File: src/rtl/booth_mul_seq.sv
// Sequential radix-2 Booth multiplier: one operand pair per valid/ready handshake,
// WIDTH+1 shift/add iterations, product held until the consumer accepts it.
module booth_mul_seq #(
    parameter int WIDTH = 4
) (
    input  logic               clk,
    input  logic               rst_n,
    input  logic               in_valid,
    output logic               in_ready,
    input  logic [WIDTH-1:0]   a,
    input  logic [WIDTH-1:0]   b,
    input  logic               tc,
    output logic               out_valid,
    input  logic               out_ready,
    output logic [2*WIDTH-1:0] y,
    output logic               busy
);
    // One guard bit lets unsigned operands ride through the signed Booth datapath.
    localparam int E  = WIDTH + 1;
    localparam int CW = $clog2(E + 1);

    localparam logic [1:0] ST_IDLE = 2'd0;
    localparam logic [1:0] ST_CALC = 2'd1;
    localparam logic [1:0] ST_DONE = 2'd2;

    localparam logic [CW-1:0] CNT_LOAD = CW'(E);
    localparam logic [CW-1:0] CNT_ONE  = CW'(1);

    logic [1:0]         state_reg;
    logic [E-1:0]       m_reg;
    logic [E-1:0]       q_reg;
    logic               q_1_reg;
    logic [E:0]         acc_reg;
    logic [CW-1:0]      cnt_reg;
    logic [2*WIDTH-1:0] y_reg;

    logic [E-1:0]       a_ext;
    logic [E-1:0]       b_ext;
    logic [E:0]         m_sext;
    logic [E:0]         acc_sum;
    logic [E:0]         acc_next;
    logic [E-1:0]       q_next;
    logic               q_1_next;
    logic [2*WIDTH-1:0] y_next;

    assign a_ext = {tc & a[WIDTH-1], a};
    assign b_ext = {tc & b[WIDTH-1], b};

    always_comb begin
        m_sext = {m_reg[E-1], m_reg};
        case ({q_reg[0], q_1_reg})
            2'b01:   acc_sum = acc_reg + m_sext;
            2'b10:   acc_sum = acc_reg - m_sext;
            default: acc_sum = acc_reg;
        endcase
        // Arithmetic shift of {ACC,Q,q_1}: the ACC sign bit is replicated.
        acc_next = {acc_sum[E], acc_sum[E:1]};
        q_next   = {acc_sum[0], q_reg[E-1:1]};
        q_1_next = q_reg[0];
        // Low 2*WIDTH bits of {ACC,Q} after the final shift.
        y_next   = {acc_next[WIDTH-2:0], q_next};
    end

    always_ff @(posedge clk or negedge rst_n) begin
        if (!rst_n) begin
            state_reg <= ST_IDLE;
            m_reg     <= '0;
            q_reg     <= '0;
            q_1_reg   <= 1'b0;
            acc_reg   <= '0;
            cnt_reg   <= '0;
            y_reg     <= '0;
        end else begin
            case (state_reg)
                ST_IDLE: begin
                    if (in_valid) begin
                        m_reg     <= a_ext;
                        q_reg     <= b_ext;
                        q_1_reg   <= 1'b0;
                        acc_reg   <= '0;
                        cnt_reg   <= CNT_LOAD;
                        state_reg <= ST_CALC;
                    end
                end
                ST_CALC: begin
                    acc_reg <= acc_next;
                    q_reg   <= q_next;
                    q_1_reg <= q_1_next;
                    cnt_reg <= cnt_reg - CNT_ONE;
                    // y is only written here, so it holds between transactions.
                    if (cnt_reg == CNT_ONE) begin
                        y_reg     <= y_next;
                        state_reg <= ST_DONE;
                    end
                end
                ST_DONE: begin
                    if (out_ready) begin
                        state_reg <= ST_IDLE;
                    end
                end
                default: state_reg <= ST_IDLE;
            endcase
        end
    end

    assign in_ready  = (state_reg == ST_IDLE);
    assign out_valid = (state_reg == ST_DONE);
    assign busy      = (state_reg == ST_CALC) || (state_reg == ST_DONE);
    assign y         = y_reg;

endmodule
File: config.mk
export PLATFORM = sky130hd
export DESIGN_NAME = booth_mul_seq
export DESIGN_NICKNAME = d
export VERILOG_FILES = /design/src/rtl/booth_mul_seq.sv
export SDC_FILE = /design/constraint.sdc
export NUM_CORES = 1
export LEC_CHECK = 0
export CAP_MARGIN = 20
export CELL_PAD_IN_SITES_DETAIL_PLACEMENT = 0
export CELL_PAD_IN_SITES_GLOBAL_PLACEMENT = 2
export CORE_MARGIN = 2
export CORE_UTILIZATION = 30
export DETAILED_ROUTE_END_ITERATION = 16
export PLACE_DENSITY = 0.77
export SYNTH_ARGS = -nofsm -noshare
export SYNTH_HDL_FRONTEND = slang
export SYNTH_SLANG_ARGS = --single-unit
File: constraint.sdc
create_clock -name clk -period 2 [get_ports clk]
set_input_delay 0.2 -clock clk [delete_from_list [all_inputs] [get_ports clk]]
set_output_delay 0.2 -clock clk [all_outputs]
set_load 0.01 [all_outputs]
==> impl_metrics.json <==
{
  "finalNetCount": 237,
  "r2r_start": "m_reg[0]",
  "fin_crit_sh": 1.11,
  "die_y_um": 77.7,
  "grt-ovfl-total": 0,
  "slew_viol_final": 0,
  "io_buffers": 23,
  "grt_pass1_vias": 1425,
  "dp_hpwl_mm": 2.88,
  "syn_inst": 171,
  "numCtsBuffers": 5,
  "grt_max_degree": 30,
  "dr_total_vias": 1382,
  "synth_commonest_cells": "dfrtp_1, nand2_1, o21ai_0",
  "wire_per_inst_um": 14.5,
  "r2r_end": "acc_reg[3]",
  "cts-root-buf": "clkbuf_8",
  "setup_slack_ns": -0.214,
  "synth_xor_area_frac": 0.0269,
  "fin_crit_ns": 2.21,
  "yosysSeqAreaShare": 0.446,
  "synthMuxAreaShare": 0.0623,
  "path_class": "flip-flop to flip-flop",
  "final_area_sq_um": 2340,
  "status": "complete, but fails checks",
  "drcViolationCount": 0,
  "crit_required_ns": 2.22,
  "rrSetupSlack_ns": -0.21,
  "synth_adder_area_share": 0.105,
  "skew_ns": 0.00870,
  "endpoint": "acc_reg[3]",
  "wirelength_mm": 4.08,
  "worstRegToRegCells": 9,
  "clock_path_buffers": 2,
  "track_usage": 0.146,
  "die-area_sq_um": 6030,
  "synthFlopType": "dfrtp_1",
  "max-slew-margin-rel": 0.574,
  "synthSimpleGateAreaFrac": 0.119,
  "syn_area_sq_um": 1630,
  "grt_pass1_wl_mm": 6.87,
  "cp_max_fo": 2,
  "antenna_found_initial": 0,
  "synth_edf_count": 0,
  "syn-num-nets": 197,
  "synth_top_area_frac": 0.446,
  "largest_register_ff_count": 8,
  "hold_path.class": "input pin to asynchronous set/reset pin",
  "place_area_sq_um": 2020,
  "h-tree-depth": 2,
  "ys_warn_count": 0,
  "ir_drop_mv": 0.839,
  "core_sq_um": 5170,
  "hold_buffers": 0,
  "cts_tree": "built",
  "die_w_um": 77.7,
  "setup_viol": 6,
  "max_clock_freq_mhz": 452,
  "violations": "setup timing",
  "gp_congestion": 0.781,
  "layout-drive-gt1-share": 0.283,
  "cp.arrival_ns": 2.43,
  "post_drt_via_cell_ratio": 4.90,
  "antennaDiodeCount": 0,
  "worstSetupStartpointType": "flip-flop",
  "ant_nets": 0,
  "synth_cell_type_count": 31,
  "worstSetupEndpointType": "flip-flop",
  "final-hold-violation-count": 0,
  "synth_top_family_by_area": "compound AO/OA/AOI/OAI gates",
  "rsz0062_at_grt": "yes",
  "firstDrtPassIters": 4,
  "postSynthAreaPerCell_sq_um": 9.52,
  "area_growth_syn_to_layout_pct": 43.5,
  "synth-seq-cells": 29,
  "rows": 26,
  "clk_latency_ns": 0.28,
  "fillers": 489,
  "leakage_nw": 1.00,
  "cts.sinks": 29,
  "async_flop_share": 1.00,
  "pin_count": 24,
  "p_per_area_nw_per_um2": 2170,
  "clk_pin_slew_ns": 0.07,
  "startpoint": "m_reg[0]",
  "synth_compound_area_frac": 0.184,
  "synth.area.top_cells": "dfrtp_1, ha_1, mux2_2",
  "maxCapViolations": 0,
  "yosysMostFrequentCell": "dfrtp_1",
  "max_slew.worst_pin.slew_ns": 0.635,
  "tns_ns": -0.629,
  "synth_top_cell_by_area": "dfrtp_1",
  "drtIter0Drc": 44,
  "start_util": 0.315
}
## area by class of cell
cell class                 count  area (sq um)  share of cell area
clock buffer                   7          86.3              0.0370
clock inverter                 1          30.0              0.0129
inverter                      16          62.6              0.0268
multi-input combinational    118           963               0.412
sequential                    29           726               0.311
tap                           70          87.6              0.0375
timing repair buffer          41           380               0.163
## power by group
group	internal, W	switching [W]
logic	0.00175	0.00160
registers	0.000852	0.000227
clock network	0.000406	0.000223
## worst max-delay path: stages (launching register included)
cell and delay, ns:
dfrtp_1 0.40, inv_2 0.08, ha_4 0.19, mux2_4 0.29, fa_2 0.37, nor2b_4 0.14
o21ai_2 0.08, nor3b_2 0.16, o31ai_2 0.24, a32o_1 0.20
## how the worst min path moves through the flow
| stage | startpoint | endpoint | slack (ns) |
|---|---|---|---|
| after floorplan | rst_n | acc_reg[0] | -0.1 |
| after global placement | cnt_reg[1] | cnt_reg[1] | 0.46 |
| after detailed placement | y[5] | y[5] | 0.48 |
| after CTS | rst_n | q_reg[3] | 0.30 |
| after global routing | rst_n | q_reg[3] | 0.35 |
| final | rst_n | q_reg[3] | 0.30 |
## metal layers
| metal | GRT usage | wire [um] | up-vias |
|---|---|---|---|
| met5 | 0 | 0 | - |
| met4 | 0.0643 | 85 | 0 |
| met3 | 0.0453 | 143 | 8 |
| met2 | 0.243 | 2060 | 23 |
| met1 | 0.172 | 1790 | 671 |
| li1 | - | - | 680 |
## through the flow
step	hold slack, ns	power, W	worst slack [ns]	util	std cells
global placement	0.465	0.00350	-0.261	0.390	269
floorplan	-0.0956	0.00269	-0.0974	-	171
global route	0.346	0.00549	-0.307	0.452	282
detailed placement	0.480	0.00359	-0.263	0.390	269
finish	0.298	0.00506	-0.214	0.452	282
CTS	0.302	0.00480	-0.269	0.439	280
## timing repair
| action | 4_1_cts | 5_1_grt |
|---|---|---|
| pin swaps | 16 | 10 |
| endpoints found under the setup margin | 6 | 7 |
| gates resized for setup | 29 | 9 |
| setup buffers | 4 | 3 |
| gates cloned | 0 | 0 |
## cell families (layout without fill, tap and decap cells)
group / after synthesis / after routing
AOI/OAI and AO/OA: 50 / 50
DFF: 29 / 29
buffers and inverters: 24 / 65
muxes: 9 / 9
and+or+nand+nor: 41 / 41
adders and majority gates: 13 / 13
xor gates and xnor gates: 5 / 5
## cells in the final DEF, fill, tap and decap left out, drive strengths merged, types with 5 or more instances in the layout
| cell | Yosys | routed |
|---|---|---|
| a21oi | 10 | 10 |
| buf | 3 | 18 |
| clkbuf | 5 | 7 |
| clkdlybuf4s50 | 0 | 23 |
| dfrtp | 29 | 29 |
| ha | 12 | 12 |
| inv | 16 | 16 |
| mux2 | 9 | 9 |
| nand2 | 18 | 18 |
| nor2 | 8 | 8 |
| o21ai | 19 | 19 |
| o22ai | 11 | 11 |
| xnor2 | 5 | 5 |
Power figures use the tool's default switching activity.
